<file path="config.mk">
export PLATFORM = sky130hd
export DESIGN_NAME = neuron_input_layer
export DESIGN_NICKNAME = d
export VERILOG_FILES = /design/src/rtl/nn_pkg.sv /design/src/rtl/neuron_input_layer.sv
export SDC_FILE = /design/constraint.sdc
export NUM_CORES = 2
export LEC_CHECK = 0
export CAP_MARGIN = 20
export CELL_PAD_IN_SITES_DETAIL_PLACEMENT = 1
export CELL_PAD_IN_SITES_GLOBAL_PLACEMENT = 2
export CORE_MARGIN = 3
export CORE_UTILIZATION = 34
export DETAILED_ROUTE_END_ITERATION = 16
export GPL_TIMING_DRIVEN = 0
export PLACE_DENSITY_LB_ADDON = 0.1
export SLEW_MARGIN = 20
export SYNTH_ARGS = -nofsm -noshare
export SYNTH_HDL_FRONTEND = slang
export SYNTH_SLANG_ARGS = --single-unit
export TNS_END_PERCENT = 100
</file>
<file path="constraint.sdc">
create_clock -name clk -period 11.3 [get_ports clk]
set_input_delay 2.26 -clock clk [delete_from_list [all_inputs] [get_ports clk]]
set_output_delay 2.26 -clock clk [all_outputs]
set_load 0.05 [all_outputs]
</file>
<file path="src/rtl/nn_pkg.sv">
// nn_pkg: shared widths and output-width rule for the neuron layer
package nn_pkg;
    localparam int DEF_NEURON_WIDTH = 10;
    localparam int DEF_NEURON_BITS  = 15;
    localparam int DEF_B_BITS       = 15;
    localparam int WEIGHT_W         = 32;
    localparam int ACC_W            = 64;

    function automatic int out_width(input int neuron_bits);
        return neuron_bits + 9;
    endfunction
endpackage

</file>
<file path="src/rtl/neuron_input_layer.sv">
// neuron_input_layer: sequential MAC over the inputs, bias add, optional ReLU, saturating output
module neuron_input_layer
    import nn_pkg::*;
#(
    parameter int NEURON_WIDTH = DEF_NEURON_WIDTH,
    parameter int NEURON_BITS  = DEF_NEURON_BITS,
    parameter int COUNTER_END  = NEURON_WIDTH - 1,
    parameter int B_BITS       = DEF_B_BITS
) (
    input  logic                                   clk,
    input  logic                                   rstn,
    input  logic                                   activation_function,
    input  logic signed [WEIGHT_W-1:0]             weights [0:NEURON_WIDTH],
    input  logic signed [NEURON_BITS:0]            data_in [0:NEURON_WIDTH],
    input  logic signed [B_BITS:0]                 b,
    input  logic [31:0]                            counter,
    output logic signed [out_width(NEURON_BITS)-1:0] data_out
);
    localparam int IDX_W = $clog2(NEURON_WIDTH + 1);
    localparam int OUT_W = out_width(NEURON_BITS);
    localparam logic signed [ACC_W-1:0] MAX_OUT = {{(ACC_W-OUT_W+1){1'b0}}, {(OUT_W-1){1'b1}}};
    localparam logic signed [ACC_W-1:0] MIN_OUT = {{(ACC_W-OUT_W+1){1'b1}}, {(OUT_W-1){1'b0}}};

    logic signed [ACC_W-1:0] acc, prod, sum, act_sum;
    logic [OUT_W-1:0]        sat;
    logic [IDX_W-1:0]        idx;
    logic                    in_range, last, done;

    // product for the current index, then bias, activation and clamp of the finished sum
    always_comb begin
        in_range = counter <= 32'(COUNTER_END);
        idx      = in_range ? counter[IDX_W-1:0] : '0;
        prod     = in_range ? ACC_W'(data_in[idx]) * ACC_W'(weights[idx]) : '0;
        sum      = acc + ACC_W'(b);
        act_sum  = (activation_function && sum < 0) ? '0 : sum;
        sat      = act_sum > MAX_OUT ? MAX_OUT[OUT_W-1:0] :
                   act_sum < MIN_OUT ? MIN_OUT[OUT_W-1:0] : act_sum[OUT_W-1:0];
    end

    // accumulate up to the last index, then latch the result once and freeze
    always_ff @(posedge clk or negedge rstn) begin
        if (!rstn) begin
            acc      <= '0;
            last     <= 1'b0;
            done     <= 1'b0;
            data_out <= '0;
        end else if (!done) begin
            if (last) begin
                done     <= 1'b1;
                data_out <= sat;
            end else if (in_range) begin
                acc  <= acc + prod;
                last <= (counter == 32'(COUNTER_END));
            end
        end
    end
endmodule

</file>
==> reports/metrics.json <==
{
  "run_status": "complete, but fails checks",
  "failed_checks": "setup timing",
  "critical_path.max_fanout": 8,
  "timing.setup.tns_ns": -37.36,
  "report.final.setup_viol": 39,
  "initial_utilization_pct": 34.39,
  "route.detailed.wl_per_inst_um": 25.80,
  "timing.final.crit_share_pct": 113.3,
  "io_buffers": 601,
  "crit_path_max_incr_delay_ns": 0.59,
  "tightestPinTransition_ns": 1.027,
  "critical-path-top-cell-by-count": "sky130_fd_sc_hd__fa_1",
  "antenna_found_initial": 19,
  "place.detailed.hpwl_um": 144300,
  "stdcell_area_mm2": 0.04737,
  "finish.net_count": 6667,
  "clockPowerShare_pct": 2.3,
  "ff2ff_path_depth": 16,
  "slew_violations": 0,
  "drt-total-wl_um": 171900,
  "synth.yosys.warnings": 0,
  "cp.required_ns": 11.53,
  "maxCapViolations": 0,
  "power_frac_seq_pct": 2.5,
  "synth.yosys.seq_area_share_pct": 6.645,
  "criticalPathCategory": "input port to flop",
  "cts_tree": "built",
  "met2_length_um": 82540,
  "crit_slowest_cell": "sky130_fd_sc_hd__fa_1",
  "grt_setup_unrepaired": "true",
  "post_synthesis_average_cell_area_um2": 7.460,
  "cellInternalPower_uw": 6256,
  "insertion_delay_ns": 0.38,
  "max-slew-margin-rel_pct": 31.55,
  "synth_nets": 5850,
  "detailroute.wirelength.met3_um": 8810,
  "drtPass1Iterations": 5,
  "timing.critical_path.from_type": "input port",
  "route.layer.met1.wl_um": 69300,
  "floorplan.die.width_um": 321.7,
  "final.min_clock_period_ns": 12.80,
  "end_kind": "flop",
  "skew_ns": 0.01921,
  "grt_max_degree": 74,
  "final_layout_size_suffix_gt1_share_pct": 16.80,
  "finalHoldViolCount": 0,
  "async_flop_share_pct": 100.0,
  "clock_sinks": 90,
  "synth_cells": 4543,
  "detail_route.vias_per_cell": 5.425,
  "die_height_um": 321.7,
  "die_area_mm2": 0.1035,
  "wire_length_of_the_first_global_routing_pass_um": 250700,
  "cts.clk_slew.worst_paths_ns": 0.07,
  "cts_inserted_buffers": 9,
  "design.core.area_mm2": 0.09856,
  "detailed_place.area_mm2": 0.04230,
  "p_sw_share_pct": 52.25,
  "min_path_cells": 1,
  "leakage_uw": 0.02194,
  "min_path_type": "flop to flop",
  "finalWeightedCongestion": 0.9552,
  "syn-cell-area_mm2": 0.03389,
  "power-per-cell-area_mw_per_mm2": 276.5,
  "area_delta_synth_final_pct": 39.77,
  "antenna_left": 0,
  "pin_count": 603,
  "final.setup.worst_slack_ns": -1.499,
  "grt_use_total_pct": 32.37,
  "max-clock-path-buffers": 2,
  "detailedRoute.firstIterationViolations": 2169,
  "comb_power_share_pct": 95.3,
  "drt_drc_violations_left": 0,
  "rows": 115,
  "yosys_most_used_dff": "sky130_fd_sc_hd__dfrtp_1",
  "ir_drop_v": 0.0004234,
  "cts_htree_levels": 3,
  "grt_pass1_vias": 38440,
  "synth_cell_types": 92,
  "fmax_ghz": 0.07813,
  "synth.ff_latch_count": 90,
  "worst_ep_arrival_time_ns": 13.03,
  "power_switching_uw": 6844,
  "topRoutingLayerUsed": "met5",
  "via_count": 36152,
  "synth-edff-count": 0,
  "globalRoute.totalOverflow": 0,
  "clock-root-buffer": "sky130_fd_sc_hd__clkbuf_16"
}
cells in the mapped netlist (all sizes together), types with 43 or more instances:
| library cell | instances | share of area, % |
|---|---|---|
| clkbuf | 213 | 2.4 |
| ha | 240 | 8.9 |
| nand2 | 696 | 7.7 |
| xor2 | 67 | 1.7 |
| nand4 | 43 | 0.81 |
| xnor2 | 95 | 2.5 |
| fa | 488 | 29 |
| a21oi | 253 | 3.8 |
| dfrtp | 90 | 6.6 |
| nor2b | 73 | 1.3 |
| o21ai | 346 | 5.1 |
| nor2 | 415 | 4.6 |
| nand3 | 185 | 2.7 |
| o22ai | 73 | 1.7 |
| a21o | 106 | 2.3 |
| inv | 635 | 7.0 |
power groups by stage:
| stage | registers, uW | clock network, uW | logic [uW] |
|---|---|---|---|
| 2_1_floorplan | 329 | 0 | 7890 |
| 3_3_place_gp | 328 | 0 | 10100 |
| 3_5_place_dp | 328 | 0 | 10400 |
| 4_1_cts | 322 | 307 | 12000 |
| 5_1_grt | 322 | 316 | 14000 |
| 6_report | 322 | 298 | 12500 |
per-layer routing:
metal | vias up | GRT usage (%)
li1 | 16598 | -
met1 | 18046 | 39.19
met2 | 1167 | 55.73
met3 | 335 | 4.122
met4 | 6 | 17.95
met5 | - | 0
cell usage in the layout (no fill, tap or decap), types with 26 or more instances in the layout:
cell type,instances
sky130_fd_sc_hd__fa_1,476
sky130_fd_sc_hd__clkbuf_16,38
sky130_fd_sc_hd__o21ai_0,220
sky130_fd_sc_hd__nor2_1,390
sky130_fd_sc_hd__clkbuf_8,44
sky130_fd_sc_hd__clkbuf_4,29
sky130_fd_sc_hd__inv_1,600
sky130_fd_sc_hd__ha_1,205
sky130_fd_sc_hd__mux2_4,26
sky130_fd_sc_hd__buf_2,36
sky130_fd_sc_hd__nor3_1,26
sky130_fd_sc_hd__o22ai_1,52
sky130_fd_sc_hd__clkdlybuf4s50_1,569
sky130_fd_sc_hd__xnor2_1,84
sky130_fd_sc_hd__o21ai_2,32
sky130_fd_sc_hd__clkbuf_2,40
sky130_fd_sc_hd__a21oi_2,44
sky130_fd_sc_hd__nor2b_1,62
sky130_fd_sc_hd__buf_4,180
sky130_fd_sc_hd__a21o_1,106
sky130_fd_sc_hd__a21oi_1,202
sky130_fd_sc_hd__buf_6,44
sky130_fd_sc_hd__nand4_1,42
sky130_fd_sc_hd__nand3_1,160
sky130_fd_sc_hd__o21ai_1,71
sky130_fd_sc_hd__dfrtp_1,90
sky130_fd_sc_hd__nand2_1,682
sky130_fd_sc_hd__nand2b_1,30
sky130_fd_sc_hd__a22oi_1,38
sky130_fd_sc_hd__clkbuf_1,53
sky130_fd_sc_hd__xor2_1,65
cells by family after synthesis:
group	count (synthesis)	synth area share, %
and+or+nand+nor	1591	20.66
AOI/OAI and AO/OA	1034	19.22
buffers and inverters	889	9.961
adders and majority gates	728	37.69
xor gates and xnor gates	162	4.209
DFF	90	6.645
muxes	49	1.621
worst paths after layout:
kind	startpoint	endpoint	slack [ns]
min	acc[63]	acc[63]	0.50
min reg2reg	acc[63]	acc[63]	0.50
min in group asynchronous	rstn	acc[63]	1.71
max in group asynchronous	rstn	data_out[18]	8.91
max	counter[14]	acc[58]	-1.50
max reg2reg	acc[0]	data_out[15]	5.53
area by class of cell:
type	instances	area [um^2]
Fill cell	11893	51190
Multi-Input combinational cell	3564	30580
Timing Repair Buffer	822	7933
Inverter	635	2427
Buffer	238	2258
Sequential cell	90	2252
Tap cell	1287	1610
Clock buffer	10	239.0
Clock inverter	5	37.54
Antenna cell	13	32.53
through the flow:
step	util (%)	worst slack [ns]	total power, uW	hold WS, ns	instances
2_1_floorplan	-	-0.6388	8216	0.4484	4543
3_3_place_gp	42.83	-5.316	10470	0.4732	6431
3_5_place_dp	42.92	-4.976	10710	0.4752	6435
4_1_cts	47.21	-1.365	12590	0.4914	6622
5_1_grt	48.05	-1.913	14600	0.5067	6661
6_report	48.06	-1.499	13100	0.4950	6664
critical path: cells and delay by family:
kind            cells  cell delay [ns]
xor+xnor            2             0.26
mux                 1             0.24
buf+inv            11             1.54
compound gates     15             3.36
simple gates       12             1.74
fa+ha+maj           8             3.59
state kept, by name, summed over array words and instances (netlist names):
register	cells
acc	64
data_out	24
done	1
last	1
repair_timing:
item,in CTS,in global routing
cloned,9,0
buffers inserted,176,37
setup endpoints to repair,57,48
pin swaps,175,83
resized for setup,741,183
hold buffers,0,0
No activity file was read; power rests on OpenSTA's default activity.
